## src/rtl/stump_sequencer_pkg.sv

```systemverilog
// stump_sequencer_pkg: shared Stump state encodings, opcode constants and decode helper
package stump_sequencer_pkg;
  typedef enum logic [1:0] {
    FETCH   = 2'b00,
    EXECUTE = 2'b01,
    MEMORY  = 2'b10,
    ILLEGAL = 2'b11
  } state_e;
  localparam logic [2:0] LDST = 3'b110;
  function automatic logic is_ldst(input logic [15:0] instr);
    return instr[15:13] == LDST;
  endfunction
endpackage

```

## src/rtl/stump_sequencer_if.sv

```systemverilog
// stump_sequencer_if: memory handshake, condition-code inputs and sequencer status outputs
interface stump_sequencer_if #(parameter int COUNT_W = 16);
  logic               run;
  logic               mem_ready;
  logic [15:0]        mem_data_in;
  logic               cc_en;
  logic [3:0]         cc_in;
  logic [1:0]         state;
  logic [15:0]        ir;
  logic [3:0]         cc;
  logic [COUNT_W-1:0] instr_count;
  logic               illegal_state;
  modport master (
    output run, mem_ready, mem_data_in, cc_en, cc_in,
    input  state, ir, cc, instr_count, illegal_state
  );
  modport slave (
    input  run, mem_ready, mem_data_in, cc_en, cc_in,
    output state, ir, cc, instr_count, illegal_state
  );
endinterface

```

## src/rtl/stump_retire_counter.sv

```systemverilog
// stump_retire_counter: W-bit wrap-around counter with enable
module stump_retire_counter #(parameter int W = 16) (
  input  logic         clk,
  input  logic         rst,
  input  logic         i_en,
  output logic [W-1:0] o_count
);
  logic [W-1:0] r_count;
  always_ff @(posedge clk or posedge rst) begin
    if (rst) r_count <= '0;
    else if (i_en) r_count <= r_count + 1'b1;
  end
  assign o_count = r_count;
endmodule

```

## src/rtl/stump_sequencer.sv

```systemverilog
// stump_sequencer: FETCH/EXECUTE/MEMORY sequencer holding ir, cc and the retired-instruction count
module stump_sequencer
  import stump_sequencer_pkg::*;
#(parameter int COUNT_W = 16) (
  input logic              clk,
  input logic              rst,
  stump_sequencer_if.slave bus
);
  state_e               r_state, w_next;
  logic [15:0]          r_ir;
  logic [3:0]           r_cc;
  logic                 r_illegal;
  logic                 w_ir_load, w_cc_load, w_retire;
  logic [COUNT_W-1:0]   w_count;
  always_comb begin
    w_next    = FETCH;
    w_ir_load = 1'b0;
    w_cc_load = 1'b0;
    w_retire  = 1'b0;
    case (r_state)
      FETCH: begin
        w_ir_load = bus.run && bus.mem_ready;
        w_next    = w_ir_load ? EXECUTE : FETCH;
      end
      EXECUTE: begin
        w_cc_load = bus.cc_en;
        w_retire  = !is_ldst(r_ir);
        w_next    = w_retire ? FETCH : MEMORY;
      end
      MEMORY: begin
        w_retire = bus.mem_ready;
        w_next   = bus.mem_ready ? FETCH : MEMORY;
      end
      default: w_next = FETCH;
    endcase
  end
  always_ff @(posedge clk or posedge rst) begin
    if (rst) begin
      r_state   <= FETCH;
      r_ir      <= '0;
      r_cc      <= '0;
      r_illegal <= 1'b0;
    end else begin
      r_state   <= w_next;
      r_ir      <= w_ir_load ? bus.mem_data_in : r_ir;
      r_cc      <= w_cc_load ? bus.cc_in : r_cc;
      r_illegal <= r_illegal || (r_state == ILLEGAL);
    end
  end
  stump_retire_counter #(.W(COUNT_W)) u_cnt (
    .clk     (clk),
    .rst     (rst),
    .i_en    (w_retire),
    .o_count (w_count)
  );
  assign bus.state         = r_state;
  assign bus.ir            = r_ir;
  assign bus.cc            = r_cc;
  assign bus.instr_count   = w_count;
  assign bus.illegal_state = r_illegal;
endmodule

```

## src/flat_wrapper.sv

```systemverilog
// flat-port wrapper written by rule: the top's interface ports become plain ports
module stump_sequencer_flat import stump_sequencer_pkg::*;
#(parameter int COUNT_W = 16)
  (clk, rst, bus_run, bus_mem_ready, bus_mem_data_in, bus_cc_en, bus_cc_in, bus_state, bus_ir, bus_cc, bus_instr_count, bus_illegal_state);
  stump_sequencer_if #(.COUNT_W(COUNT_W)) bus_i ();
  input logic clk;
  input logic rst;
  input wire logic [$bits(bus_i.run)-1:0] bus_run;
  input wire logic [$bits(bus_i.mem_ready)-1:0] bus_mem_ready;
  input wire logic [$bits(bus_i.mem_data_in)-1:0] bus_mem_data_in;
  input wire logic [$bits(bus_i.cc_en)-1:0] bus_cc_en;
  input wire logic [$bits(bus_i.cc_in)-1:0] bus_cc_in;
  output wire logic [$bits(bus_i.state)-1:0] bus_state;
  output wire logic [$bits(bus_i.ir)-1:0] bus_ir;
  output wire logic [$bits(bus_i.cc)-1:0] bus_cc;
  output wire logic [$bits(bus_i.instr_count)-1:0] bus_instr_count;
  output wire logic [$bits(bus_i.illegal_state)-1:0] bus_illegal_state;
  assign bus_i.run = bus_run;
  assign bus_i.mem_ready = bus_mem_ready;
  assign bus_i.mem_data_in = bus_mem_data_in;
  assign bus_i.cc_en = bus_cc_en;
  assign bus_i.cc_in = bus_cc_in;
  assign bus_state = bus_i.state;
  assign bus_ir = bus_i.ir;
  assign bus_cc = bus_i.cc;
  assign bus_instr_count = bus_i.instr_count;
  assign bus_illegal_state = bus_i.illegal_state;
  stump_sequencer #(.COUNT_W(COUNT_W)) u_core (.clk(clk), .rst(rst), .bus(bus_i));
endmodule
```

## config.mk

```make
export PLATFORM = sky130hd
export DESIGN_NAME = stump_sequencer_flat
export DESIGN_NICKNAME = d
export VERILOG_FILES = /design/src/rtl/stump_sequencer_pkg.sv /design/src/rtl/stump_sequencer_if.sv /design/src/rtl/stump_retire_counter.sv /design/src/rtl/stump_sequencer.sv /design/src/flat_wrapper.sv
export SDC_FILE = /design/constraint.sdc
export NUM_CORES = 1
export LEC_CHECK = 0
export ABC_AREA = 0
export BUFFER_PORTS_ARGS = -buffer_cell sky130_fd_sc_hd__buf_2
export CAP_MARGIN = 40
export CORE_ASPECT_RATIO = 0.6
export CORE_MARGIN = 5
export CORE_UTILIZATION = 49
export DETAILED_ROUTE_END_ITERATION = 8
export PLACE_DENSITY = 0.87
export SYNTH_ARGS = -nofsm -noshare
export SYNTH_HDL_FRONTEND = slang
export SYNTH_SLANG_ARGS = --single-unit
```

## constraint.sdc

```tcl
create_clock -name clk -period 3.6 [get_ports clk]
set_input_delay 0.72 -clock clk [delete_from_list [all_inputs] [get_ports clk]]
set_output_delay 0.72 -clock clk [all_outputs]
set_load 0.005 [all_outputs]
```

# After elaboration in Yosys (flattened, before gate mapping)
# Index checks and enable logic that the tools add are counted.
# Widths: inputs -> output; s select.
# word_totals
ff_bits	39
latchBits	0
ramBits	0
romBits	0
input_bits	25
output_inout_bits	39
word_cells	21
memories	0
# classes
add_sub_neg	1
multipliers	0
n_div	0
n_lt_le_gt_ge	0
n_eq_ne	4
shifts	0
mux	7
bitwise_logic	0
reduce_logical	4
# op_table
operator	n
$add 16x1->16 const B	1
$pmux 2 s3	1
$eq 2x2->1 const B	2
$mux 2	2
$eq 3x3->1 const B	1
$mux 1	3
$eq 2x1->1 const B	1
$logic_not 2->1	1
$pmux 1 s2	1
$logic_and 1x1->1	1
$logic_not 1->1	1
$logic_or 1x1->1	1

# Longest topological paths before layout
# logic_depth
word_depth	3
ltp_mapped	6
mapped_depth_nobuf	6

# Cells and area by module
# A second synthesis with hierarchy kept.
# unflattened
cells_unflattened	120
area_unflattened_um2	1701.6
# modules_own_cells
module	instances	cells_each	area_each_um2	seq_area_each_um2
stump_sequencer	1	63	991.0	575.6
stump_retire_counter	1	57	710.7	400.4

# Worst setup path after synthesis
# No wires, ideal clock.
# synth_path
kind	reg-to-reg
from	register u_core.r_state[0], in the netlist u_core.bus.state[0]
to	register u_core.u_cnt.r_count[13], in the netlist u_core.u_cnt.o_count[13]
setup_ps	124
t_arrival_ps	1527
required_time_ps	3476
slack_ps	1949
stages_incl_launch_ff	7
n_path_buf	0
synth_period_minus_slack_ps	1651
cell_sequence	dfrtp_1 > inv_1 > ha_1 > and4_1 > nand2_1 > and4bb_1 > xor2_1
# synth_between
elab_chain_cells	2
word_cells_on_any_way	3
classes_between	2 x eq/ne; 1 x mux
# synth_lines
element	line_no	source
start: declaration	stump_sequencer.sv:9	state_e r_state, w_next;
start signal: assignment	stump_sequencer.sv:44	r_state <= w_next;
$eq 2x2->1 or $eq 2x1->1 (tied branches)	stump_sequencer.sv:20	case (r_state)
$pmux 1 s2 *	stump_sequencer.sv:20	
end signal: assignment	stump_retire_counter.sv:11	else if (i_en) r_count <= r_count + 1'b1;
end: declaration	stump_retire_counter.sv:8	logic [W-1:0] r_count;
# Mark *: on every way between the ends. The rest lies on a longest branch, timed or not.
# A chain may end at the register's enable or synchronous reset.

# Worst setup path in the final report
# layout_path
from	register u_core.r_state[0], in the netlist u_core.bus.state[0]
to	register u_core.u_cnt.r_count[14], in the netlist u_core.u_cnt.o_count[14]
# Same word-level chain as after synthesis.

==> results.tsv <==
stage	metric	value	unit
place	Final Wtd Congestion	0.8092	
worst_setup_path	CP startpoint kind	flop	
die	Initial Util	51.56	%
synth	Yosys cell types	29	
timing	Tcrit/Tclk final	50.79	%
global_route	gr usage total	15.81	%
timing	Slew @ Worst Pin	0.4711	ns
cts	CTS Root Cell	clkbuf_8	
routing	antenna-violating nets left	0	
job	Max-Cap Viols	0	
worst_setup_path	Reg-to-Reg End	u_core.u_cnt.o_count[14]	
worst_setup_path	CP max stage delay	0.42	ns
worst_setup_path	Buf/Inv on CP	1	
global_route	first-pass GRT wire length	5968	um
cells_and_area	P&R area growth vs syn	26.46	%
synth	Synth area leader	dfrtp_1	
routing	DR pass1 iterations	4	
routing	DRC viols	0	
cts	Reg clk slew, reported paths	0.07	ns
min_path	Hold WC Path Type	flop to flop	
worst_setup_path	WP depth	6	
synth	ranking of synthesized cells by area	dfrtp_1 58%, mux2_2 13%, xnor2_1 5.2%, ha_1 4.4%, xor2_1 2.6%	
timing	Final Critical Period	1.829	ns
synth	FFs w/ async S/R, synth	100.0	%
synth	most frequent cell after synthesis	dfrtp_1	
pwr	Static Leak	1.112	nW
routing	DR vias/cell	5.197	
worst_setup_path	Setup crit end	u_core.u_cnt.o_count[14]	
timing	fmax	0.5469	GHz
cells_and_area	diode count	0	
routing	routed via count	1242	
cells_and_area	fillers	263	
worst_setup_path	CP required	3.77	ns
timing	Worst Clk Skew	0.006874	ns
worst_setup_path	Setup CP Type	flop to flop	
synth	Synthesized Nets	155	
die	Die Y	55.53	um
synth	Synth warnings	0	
synth	Post-synth EDFFs	0	
cts	clk buf depth	2	
timing	Final setup violation count	0	
worst_setup_path	CP top delay family	simple AND/OR/NAND/NOR gates	
timing	RSZ-0062 raised after global routing	false	
routing	Avg WL per Cell	14.83	um
cts	post-CTS setup buffers	0	
cts	H-tree levels	2	
timing	total negative slack	0	ns
synth	Seq/Total Area, Yosys	57.65	%
synth	commonest register cell after synthesis	dfrtp_1	
pwr	PD cells	500.9	nW/um^2
pwr	worst vdd ir	0.2690	mV
die	Die W	85.88	um
synth	#FFs+latches synth	39	
die	std cell rows	16	
cts	CTS tree	done	
synth	Cells after Synth	124	
cts	hold buffer count at cts	0	
timing	final hold vios	0	
cells_and_area	NumNets Final	224	
worst_setup_path	CP startpoint	u_core.bus.state[0]	
routing	Post-Route WL	3545	um
synth	top cell type's share of synthesized area	57.65	%
routing	Starting DRT DRC Count	45	
cts	# clock sinks	39	
worst_setup_path	reg2reg start	u_core.bus.state[0]	
global_route	vias in the first global route	1313	
synth	Synth Cell Area	1693	um^2
worst_setup_path	critical-path cell list	inv_1, ha_1, and4_1, and3_1, nand4_1, xnor2_1	
synth	Post-synth top cells	39 x dfrtp_1, 20 x mux2_2, 10 x xnor2_1, 7 x nand3_1, 6 x ha_1	
cts	CTS Buf Count	5	
worst_setup_path	Reg2Reg Setup Slack	1.77	ns
cts	Worst-Skew Late Latency	0.28	ns
place	DPL Wire Length	2748	um
die	core area	3283	um^2
global_route	maximum number of pins on one net before global-route repair	40	
worst_setup_path	Worst Path Arrival	2.00	ns
place	# port buffers	63	
synth	Syn Area/Cell	13.65	um^2
timing	Max transition margin	68.60	%
worst_setup_path	Crit. End Element	flop	
die	Ports	64	
timing	Max Slew Vio Count	0	
worst_setup_path	R2R cell count	6	
worst_setup_path	maximum fanout along the worst path	6	
cts	cts repair resizes	0	
die	die area	4769	um^2
global_route	initial antenna violation count	0	
cells_and_area	fin util	65.21	%
status	status	completed	
worst_setup_path	Crit-path slowest cell	dfrtp_1	
global_route	gr ovfl total	0	
cells_and_area	layout cell share with drive strength beyond 1	49.48	%
## final cells by class
type / instances / area, um^2 / area share (%)
Clock buffer: 7 / 76.32 / 3.565
Clock inverter: 1 / 5.005 / 0.2338
Inverter: 3 / 11.26 / 0.5260
Multi-Input combinational cell: 80 / 693.2 / 32.38
Sequential cell: 39 / 975.9 / 45.59
Tap cell: 45 / 56.30 / 2.630
Timing Repair Buffer: 64 / 322.8 / 15.08
## how the worst min path moves through the flow
stage / start / end / slack (ns) / depth (start not counted)
floorplan: u_core.bus.illegal_state / u_core.bus.illegal_state / 0.46 / 1
global placement: u_core.bus.illegal_state / u_core.bus.illegal_state / 0.45 / 1
detailed placement: u_core.bus.illegal_state / u_core.bus.illegal_state / 0.45 / 1
CTS: u_core.u_cnt.o_count[15] / u_core.u_cnt.o_count[15] / 0.47 / 1
global route: u_core.bus.illegal_state / u_core.bus.illegal_state / 0.48 / 1
finish: u_core.u_cnt.o_count[15] / u_core.u_cnt.o_count[15] / 0.47 / 1
## state kept, by name, summed over array words and instances (netlist names)
register and count:
u_core.bus.ir 16, u_core.bus.cc 4, u_core.bus.state 2, u_core.u_cnt.o_count 16, u_core.bus.illegal_state 1
## through the flow
stage | cells | power, W | hold WS [ns] | worst slack (ns) | area, um^2
floorplan | 124 | 0.0006891 | 0.4622 | 1.949 | 1693
global placement | 231 | 0.0007955 | 0.4527 | 1.854 | 2059
detailed placement | 231 | 0.0008124 | 0.4494 | 1.798 | 2059
CTS | 239 | 0.001089 | 0.4748 | 1.776 | 2141
global route | 239 | 0.001143 | 0.4848 | 1.685 | 2141
finish | 239 | 0.001072 | 0.4680 | 1.771 | 2141
## metal layers
layer  track usage [%]  vias to the layer above  part of all wire, %  routed length (um)
li1                  -                      570                    -                   -
met1             19.18                      605                   41                1465
met2             25.58                       63                   48                1684
met3             7.578                        4                   11                 377
met4             3.386                        0                 0.51                  18
met5                 0                        -                    0                   0
## placed cells by master (no fill, tap or decap), types with 2 or more instances in the layout
master    netlist  routed
buf_2           1      63
dfrtp_1        39      39
mux2_2         20      20
xnor2_1        10      10
nand3_1         7       7
ha_1            6       6
and3_1          5       5
nand2_1         5       5
xor2_1          5       5
clkbuf_8        0       5
nor3_1          3       3
nand4_1         3       3
inv_1           3       3
clkbuf_1        0       2
## logic make-up (layout without fill, tap and decap cells)
group	Yosys count	in the layout	share of synthesized area (%)
DFF	39	39	57.65
and+or+nand+nor	35	35	13.23
muxes	21	21	13.97
xor gates and xnor gates	15	15	7.760
adders and majority gates	6	6	4.434
buffers and inverters	5	75	1.404
AOI/OAI and AO/OA	3	3	1.552
## where the power goes
| part | switching (W) | total, W | internal, W |
|---|---|---|---|
| clock network | 0.000136 | 0.000272 | 0.000136 |
| logic | 0.0000987 | 0.000230 | 0.000131 |
| registers | 0.0000542 | 0.000570 | 0.000516 |
Power figures use the tool's default switching activity.
